--- config.mk ---
export PLATFORM = sky130hd
export DESIGN_NAME = rr_grant_scheduler
export DESIGN_NICKNAME = d
export VERILOG_FILES = /design/src/rtl/rr_grant_scheduler_pkg.sv /design/src/rtl/dec3to8.sv /design/src/rtl/rr_grant_scheduler_pick8.sv /design/src/rtl/rr_grant_scheduler.sv
export SDC_FILE = /design/constraint.sdc
export NUM_CORES = 1
export LEC_CHECK = 0
export ABC_CLOCK_PERIOD_IN_PS = 8900
export CAP_MARGIN = 40
export CORE_MARGIN = 5
export CORE_UTILIZATION = 30
export DETAILED_ROUTE_END_ITERATION = 8
export PLACE_DENSITY = 0.56
export RECOVER_POWER = 100
export SYNTH_ARGS = -nofsm -noshare
export SYNTH_HDL_FRONTEND = slang
export SYNTH_SLANG_ARGS = --single-unit
--- constraint.sdc ---
create_clock -name clk -period 8.9 [get_ports clk]
set_clock_uncertainty 0.1 [all_clocks]
set_input_delay 0.89 -clock clk [delete_from_list [all_inputs] [get_ports clk]]
set_output_delay 0.89 -clock clk [all_outputs]
set_load 0.05 [all_outputs]
--- src/rtl/rr_grant_scheduler_pkg.sv ---
// Shared constants, state type and rotate-priority search for rr_grant_scheduler.
package rr_grant_scheduler_pkg;

    localparam int N_REQ = 8;
    localparam int IDX_W = 3;

    typedef enum logic [0:0] {
        IDLE = 1'b0,
        BUSY = 1'b1
    } state_t;

    // Returns {found, idx}: first set request at or after ptr+1, wrapping, so ptr itself is checked last.
    function automatic logic [IDX_W:0] next_rr(input logic [N_REQ-1:0] req,
                                               input logic [IDX_W-1:0] ptr);
        logic             found;
        logic [IDX_W-1:0] idx;
        logic [IDX_W-1:0] cand;
        found = 1'b0;
        idx   = '0;
        for (int k = 1; k <= N_REQ; k++) begin
            cand = ptr + k[IDX_W-1:0];
            if (!found && req[cand]) begin
                found = 1'b1;
                idx   = cand;
            end
        end
        return {found, idx};
    endfunction

endpackage

--- src/rtl/dec3to8.sv ---
// 3-to-8 one-hot decoder with enable; output is all zero when en is low.
module dec3to8 (
    input  logic [2:0] sel,
    input  logic       en,
    output logic [7:0] y
);

    always_comb begin
        y = 8'h00;
        if (en) y[sel] = 1'b1;
    end

endmodule

--- src/rtl/rr_grant_scheduler_pick8.sv ---
// rr_pick8: combinational round-robin search over 8 requests starting after ptr.
module rr_pick8
    import rr_grant_scheduler_pkg::*;
(
    input  logic [N_REQ-1:0] req,
    input  logic [IDX_W-1:0] ptr,
    output logic             found,
    output logic [IDX_W-1:0] idx
);

    always_comb begin
        {found, idx} = next_rr(req, ptr);
    end

endmodule

--- src/rtl/rr_grant_scheduler.sv ---
// Round-robin owner scheduler for an 8-way shared resource.
// Optional forced release after MAX_HOLD cycles when GRANT_TIMEOUT_EN is defined.
//
// state | meaning
// IDLE  | no owner; grant the first requester found after ptr
// BUSY  | gnt_idx owns the resource until done, request drop or timeout
module rr_grant_scheduler #(
    parameter int N_REQ = 8
`ifdef GRANT_TIMEOUT_EN
    , parameter int MAX_HOLD = 16
`endif
) (
    input  logic             clk,
    input  logic             rst_n,
    input  logic [N_REQ-1:0] req,
    input  logic             done,
    output logic [N_REQ-1:0] gnt,
    output logic [2:0]       gnt_idx,
    output logic             gnt_valid
`ifdef GRANT_TIMEOUT_EN
    , output logic           timeout
`endif
);

    import rr_grant_scheduler_pkg::*;

    state_t           state;
    logic [IDX_W-1:0] ptr;
    logic [IDX_W-1:0] search_ptr;
    logic [IDX_W-1:0] pick_idx;
    logic             pick_found;
    logic             norm_release;
    logic             forced_release;
    logic             any_release;

    // In BUSY the search base is the owner itself, which equals the ptr value written on release.
    assign search_ptr   = (state == BUSY) ? gnt_idx : ptr;
    assign norm_release = (state == BUSY) && (done || !req[gnt_idx]);
    assign any_release  = norm_release || forced_release;

    rr_pick8 u_pick (
        .req   (req),
        .ptr   (search_ptr),
        .found (pick_found),
        .idx   (pick_idx)
    );

`ifdef GRANT_TIMEOUT_EN
    logic [7:0] hold_cnt;
    logic       new_grant;

    assign forced_release = (state == BUSY) && !norm_release
                            && (hold_cnt == 8'(MAX_HOLD - 1));
    assign new_grant      = pick_found && ((state == IDLE) || any_release);

    always_ff @(posedge clk or negedge rst_n) begin
        if (!rst_n) begin
            hold_cnt <= 8'h00;
            timeout  <= 1'b0;
        end else begin
            timeout <= forced_release;
            if (new_grant)
                hold_cnt <= 8'h00;
            else if (state == BUSY)
                hold_cnt <= hold_cnt + 8'h01;
        end
    end
`else
    assign forced_release = 1'b0;
`endif

    always_ff @(posedge clk or negedge rst_n) begin
        if (!rst_n) begin
            state     <= IDLE;
            gnt_valid <= 1'b0;
            gnt_idx   <= '0;
            ptr       <= 3'd7;
        end else begin
            case (state)
                IDLE: begin
                    if (pick_found) begin
                        gnt_idx   <= pick_idx;
                        gnt_valid <= 1'b1;
                        state     <= BUSY;
                    end
                end
                BUSY: begin
                    if (any_release) begin
                        ptr <= gnt_idx;
                        if (pick_found) begin
                            gnt_idx <= pick_idx;
                        end else begin
                            gnt_valid <= 1'b0;
                            state     <= IDLE;
                        end
                    end
                end
                default: begin
                    state     <= IDLE;
                    gnt_valid <= 1'b0;
                end
            endcase
        end
    end

    dec3to8 u_dec (
        .sel (gnt_idx),
        .en  (gnt_valid),
        .y   (gnt)
    );

endmodule

# Word level (Yosys, flattened, before mapping)
# Index checks and enable logic that the tools add are counted.
[classes]
addsub = 7
magnitude_cmp = 10
n_eq_ne = 3
muxes = 48
bitwise_logic = 1
n_reduce_logical = 20
[ops]
columns = ["op", "count"]
rows = [
  ["3-bit by 4-bit < comparator with 1-bit output, second input constant", 9],
  ["3-bit 2-to-1 mux", 11],
  ["1-bit binary-select mux with 3-bit select", 9],
  ["1-bit 2-to-1 mux", 23],
  ["3-bit adder, second input constant", 4],
  ["1-bit logical AND", 9],
  ["1-bit zero test", 8],
  ["8-bit 2-to-1 mux", 1],
  ["3-bit by 2-bit adder with 3-bit output, second input constant", 2],
  ["3-bit one-hot mux with 2 select lines", 1],
  ["2-bit inequality test, second input constant", 2],
  ["1-bit one-hot mux with 2 select lines", 2],
  ["3-bit by 1-bit adder with 3-bit output, second input constant", 1],
  ["1-bit demux with 3-bit select", 1],
  ["3-bit by 1-bit >= comparator with 1-bit output, second input constant", 1],
  ["3-bit AND reduction", 1],
  ["2-bit by 1-bit inequality test with 1-bit output, second input constant", 1],
  ["2-bit AND reduction", 1],
  ["1-bit logical OR", 1],
  ["1-bit NOT", 1],
]
[word_totals]
reg_bits = 8
inputBits = 11
output_inout_bits = 12
wordCells = 93

# Longest topological paths before layout
[depth]
ltp_word = 29
mapped_depth = 12
mapped_depth_nobuf = 9

# Cells and area by module
# From an unflattened synthesis, not the netlist that was laid out.
[hier_totals]
hier_cells = 134
area_unflattened_um2 = 1337.5
[modules_own_cells]
columns = ["mod", "n_inst", "cells_per_inst", "area_each_um2", "seq_area_each_um2"]
rows = [
  ["rr_pick8", 1, 93, 785.8, 0.0],
  ["rr_grant_scheduler", 1, 33, 456.7, 203.9],
  ["dec3to8", 1, 8, 95.1, 0.0],
]

# Worst setup path after synthesis
# Ideal clock, no wire load.
[synth_timing]
kind = "flip-flop to flip-flop"
start = "register gnt_idx[1]"
end = "register gnt_idx[2]"
setup_ns = 0.092
arrival_time_ns = 3.439
required_ns = 8.708
setup_slack_ns = 5.269
stages_incl_launch_ff = 11
n_path_buf = 2
period_less_slack_ns = 3.631
path_cell_list = "dfrtp_1 -> clkbuf_1 -> mux2i_1 -> clkbuf_1 -> ha_1 -> xnor2_1 -> mux4_2 -> nand3b_4 -> or4b_1 -> o31a_1 -> o31ai_2"
[synth_between]
elab_chain_cells = 29
elab_cells_between_ends = 63
classes_between = "7 x add/sub; 1 x eq/ne; 38 x mux; 17 x reduce/logical"
[synth_rtl]
columns = ["element", "line_no", "text"]
rows = [
  ["start, declared", "rr_grant_scheduler.sv:18", "output logic [2:0] gnt_idx,"],
  ["start signal, assigned", "rr_grant_scheduler.sv:82", "gnt_idx <= pick_idx;"],
  ["start signal, assigned", "rr_grant_scheduler.sv:91", "gnt_idx <= pick_idx;"],
  ["3-bit 2-to-1 mux", "rr_grant_scheduler.sv:37", "assign search_ptr = (state == BUSY) ? gnt_idx : ptr;"],
  ["3-bit by 1-bit adder with 3-bit output", "rr_grant_scheduler_pkg.sv:21", "cand = ptr + k[IDX_W-1:0];"],
  ["1-bit binary-select mux with 3-bit select", "rr_grant_scheduler_pkg.sv:22", "if (!found && req[cand]) begin"],
  ["1-bit 2-to-1 mux (not written as such)", "rr_grant_scheduler_pkg.sv:22", ""],
  ["1-bit 2-to-1 mux", "rr_grant_scheduler_pkg.sv:22", ""],
  ["1-bit zero test", "rr_grant_scheduler_pkg.sv:22", ""],
  ["1-bit logical AND", "rr_grant_scheduler_pkg.sv:22", ""],
  ["1-bit 2-to-1 mux", "rr_grant_scheduler_pkg.sv:22", ""],
  ["[13 not listed]", "-", ""],
  ["1-bit logical AND", "rr_grant_scheduler_pkg.sv:22", ""],
  ["1-bit 2-to-1 mux", "rr_grant_scheduler_pkg.sv:22", ""],
  ["1-bit zero test", "rr_grant_scheduler_pkg.sv:22", ""],
  ["1-bit logical AND", "rr_grant_scheduler_pkg.sv:22", ""],
  ["3-bit 2-to-1 mux / 1-bit 2-to-1 mux (equally long branches)", "rr_grant_scheduler_pkg.sv:22", ""],
  ["3-bit 2-to-1 mux", "rr_grant_scheduler.sv:81, rr_grant_scheduler.sv:90", ""],
  ["3-bit 2-to-1 mux", "rr_grant_scheduler.sv:88", "if (any_release) begin"],
  ["3-bit one-hot mux with 2 select lines", "rr_grant_scheduler.sv:79", "case (state)"],
]
# Several ways; a longest one is shown, not always the timed one. The select of a mux whose other input is x is not followed.
# A chain may end at the register's enable or synchronous reset.

# Worst setup path in the final report
[layout_timing]
start = "register state"
end = "register gnt_idx[1]"
[layout_between]
elab_chain_cells = 29
elab_cells_between_ends = 60
classes_between = "7 x add/sub; 1 x eq/ne; 36 x mux; 1 x bitwise; 15 x reduce/logical"
[layout_rtl]
columns = ["element", "line_no", "text"]
rows = [
  ["start, declared", "rr_grant_scheduler.sv:27", "state_t state;"],
  ["start signal, assigned", "rr_grant_scheduler.sv:74", "state <= IDLE;"],
  ["start signal, assigned", "rr_grant_scheduler.sv:84", "state <= BUSY;"],
  ["start signal, assigned", "rr_grant_scheduler.sv:94", "state <= IDLE;"],
  ["3-bit 2-to-1 mux", "rr_grant_scheduler.sv:37", ""],
  ["3-bit by 1-bit adder with 3-bit output", "rr_grant_scheduler_pkg.sv:21", ""],
  ["1-bit binary-select mux with 3-bit select", "rr_grant_scheduler_pkg.sv:22", ""],
  ["1-bit 2-to-1 mux (not written as such)", "rr_grant_scheduler_pkg.sv:22", ""],
  ["1-bit 2-to-1 mux", "rr_grant_scheduler_pkg.sv:22", ""],
  ["1-bit zero test", "rr_grant_scheduler_pkg.sv:22", ""],
  ["1-bit logical AND", "rr_grant_scheduler_pkg.sv:22", ""],
  ["1-bit 2-to-1 mux", "rr_grant_scheduler_pkg.sv:22", ""],
  ["[13 not listed]", "-", ""],
  ["1-bit logical AND", "rr_grant_scheduler_pkg.sv:22", ""],
  ["1-bit 2-to-1 mux", "rr_grant_scheduler_pkg.sv:22", ""],
  ["1-bit zero test", "rr_grant_scheduler_pkg.sv:22", ""],
  ["1-bit logical AND", "rr_grant_scheduler_pkg.sv:22", ""],
  ["3-bit 2-to-1 mux / 1-bit 2-to-1 mux (equally long branches)", "rr_grant_scheduler_pkg.sv:22", ""],
  ["3-bit 2-to-1 mux", "rr_grant_scheduler.sv:81, rr_grant_scheduler.sv:90", ""],
  ["3-bit 2-to-1 mux", "rr_grant_scheduler.sv:88", ""],
  ["3-bit one-hot mux with 2 select lines", "rr_grant_scheduler.sv:79", ""],
]
# Several ways; a longest one is shown, not always the timed one. The select of a mux whose other input is x is not followed.

==> metrics.yaml <==
worst_hold_path:
  holdPathEnd: "gnt_valid$_DFFE_PN0P_"
  hold_path_startpoint: "gnt_valid$_DFFE_PN0P_"
  min_path_type: "reg -> reg"
  hold_depth: 1
timing:
  worst_pin_slew_ns: 1.60
  slew_violations: 15
  fmax_mhz: 198
  setup_violations: 0
  fin_crit_ns: 5.05
  finalHoldViolations: 0
  period_share_pct: 56.7
  slew_headroom_pct: -9.85
  grt_setup_unrepaired: "no"
  setup-tns-final_ns: 0
floorplan:
  rows: 24
  core-area_um2: 4410
  io_pins: 23
  die_area_um2: 6040
  start_util_pct: 31.2
  die_w_um: 77.7
  die_y_um: 77.7
worst_setup_path:
  worstPathArrival_ns: 5.07
  cp.required_ns: 8.93
  critPathLaunchType: "register"
  worstReg2RegStart: "state$_DFF_PN0_"
  critPathCaptureType: "register"
  rr_endpoint: "gnt_idx[1]$_DFFE_PN0P_"
  cp_max_fo: 14
  reg2reg_slack_ns: 3.85
  ff2ff_path_depth: 9
  crit_type: "reg -> reg"
status:
  violations: "capacitance limit, slew limit"
  status: "finished, violations left"
global_route:
  grt_overflow: 0
  grt_start_max_net_pins: 15
  grt_pass1_vias: 1258
  grt_pass1_wl_mm: 6.33
  track_usage_pct: 12.4
  antenna_found_initial: 0
synthesis:
  synth.largest_area_cell: "mux4_2"
  ys_seq_elements: 8
  synth.area.top_cells: "mux4_2 (20%), mux2i_1 (12%), dfrtp_1 (9.1%), mux2_2 (8.2%), dfstp_2 (5.7%)"
  synth.most_common_cell: "mux2i_1"
  yosysUniqueCellTypes: 44
  syn_nets: 153
  synthArstFlopShare_pct: 100
  syn_inst: 140
  ys.flop_type: "dfrtp_1"
  yosysSeqAreaShare_pct: 14.8
  synthDominantCellAreaShare_pct: 19.7
  syn_area_um2: 1380
  synth_edf_count: 0
  synth.avg_cell_area_um2: 9.82
  synth_common_cells: "mux2i_1 (16), mux4_2 (12), nor2_1 (11), mux2_2 (10), nand2_1 (9)"
  synth_warnings: 0
finish:
  n_antenna_cell: 0
  seqCellArea_um2: 204
  nNetsFinal: 175
  multi_input_area_um2: 1090
  area_growth_pct: 20.5
  final_util_pct: 37.5
  nFillCells: 453
  drive_gt1_share_pct: 21.7
clock_tree:
  clk_latency_ns: 0.23
  postCtsSetupBuffers: 0
  h-tree-depth: 1
  cts_made_buffers: 3
  postCtsHoldBufs: 0
  clockBufferDepth: 2
  path_clk_slew_ns: 0.04
  cts_resized: 0
  clock-sinks: 8
  cts_tree: "yes"
  cts_root_buf: "clkbuf_8"
drt:
  vias_per_cell: 6.01
  drt-pass1-iter-count: 4
  vias: 1281
  post_drt_wl_per_cell_um: 17.4
  drc: 0
  drt-initial-drc-count: 41
  wirelength_mm: 3.71
  postRouteAntennaNets: 0
place:
  detailed_place_hpwl_mm: 2.94
  port_buffers: 22
  gp_congestion: 1.02
run:
  drv_cap: 1
==> how the worst max path moves through the flow <==
stage | endpoint | cells past startpoint | start | slack (ns)
floorplan | gnt_idx[2]$_DFFE_PN0P_ | 10 | gnt_idx[1]$_DFFE_PN0P_ | 5.27
global placement | gnt_idx[1]$_DFFE_PN0P_ | 9 | state$_DFF_PN0_ | 5.04
detailed placement | gnt_idx[1]$_DFFE_PN0P_ | 9 | state$_DFF_PN0_ | 4.76
CTS | gnt_idx[1]$_DFFE_PN0P_ | 9 | state$_DFF_PN0_ | 4.75
global route | gnt_idx[1]$_DFFE_PN0P_ | 9 | state$_DFF_PN0_ | 3.33
finish | gnt_idx[1]$_DFFE_PN0P_ | 9 | state$_DFF_PN0_ | 3.85
==> placed cells by master, fill, tap and decap left out, types with 3 or more instances in the layout <==
| cell | count |
|---|---|
| dfstp_2 | 3 |
| mux2i_1 | 17 |
| nor3_1 | 8 |
| xnor2_1 | 3 |
| nand2b_1 | 5 |
| mux4_2 | 12 |
| inv_1 | 5 |
| clkbuf_8 | 3 |
| nor2_1 | 11 |
| clkdlybuf4s50_1 | 8 |
| dlygate4sd3_1 | 14 |
| mux2_2 | 10 |
| nand3_1 | 3 |
| nand2_1 | 9 |
| a221oi_1 | 3 |
| o21ai_0 | 6 |
| a211oi_1 | 5 |
| dfrtp_1 | 5 |
==> metrics by stage <==
step / std cells / hold WS (ns) / setup slack, ns / instance area [µm²]
3_5_place_dp: 208 / 0.455 / 4.76 / 1620
5_1_grt: 213 / 0.482 / 3.33 / 1660
4_1_cts: 212 / 0.467 / 4.75 / 1670
6_report: 213 / 0.461 / 3.85 / 1660
2_1_floorplan: 140 / 0.494 / 5.27 / 1380
3_3_place_gp: 208 / 0.459 / 5.04 / 1620
==> per-layer routing <==
layer	track usage [%]	up-vias	wire, µm	share of wire (%)
met5	0	-	0	0
met4	4.47	0	72	1.9
met3	1.97	9	247	6.7
met2	20.1	56	1720	46
met1	16.5	617	1670	45
li1	-	599	-	-
==> sequential cells by signal, summed over array words and instances, names as in the netlist <==
register and count:
gnt_idx 3, gnt_valid 1, ptr 3, state 1
==> worst max-delay path, cell delays in order (launching register included) <==
cell and delay [ns]:
dfrtp_1 0.51, mux2i_1 1.31, inv_1 0.58, ha_1 0.44, xnor2_1 0.43, mux4_2 0.59
nand2_1 0.20, nor3_1 0.15, or2_2 0.34, o31ai_1 0.28
==> area by class of cell <==
class	count	area share (%)
tap	52	3.93
timing repair buffer	23	13.7
inverter	6	1.36
sequential	8	12.3
clock buffer	4	2.72
multi-input combinational	120	65.9
==> cells by family (layout without fill, tap and decap cells) <==
group | Yosys count | in the layout | share of synthesized area (%)
AND/OR/NAND/NOR | 46 | 46 | 17.8
multiplexers | 41 | 41 | 43.9
AO/OA/AOI/OAI | 28 | 28 | 15.3
buffers and inverters | 12 | 33 | 4.46
flip-flops | 8 | 8 | 14.8
XOR/XNOR | 3 | 3 | 1.91
adder cells (fa/ha/maj) | 2 | 2 | 1.82
Power is not shown: default switching activity piles up to over one toggle a cycle in this logic, so the estimate is an artifact.
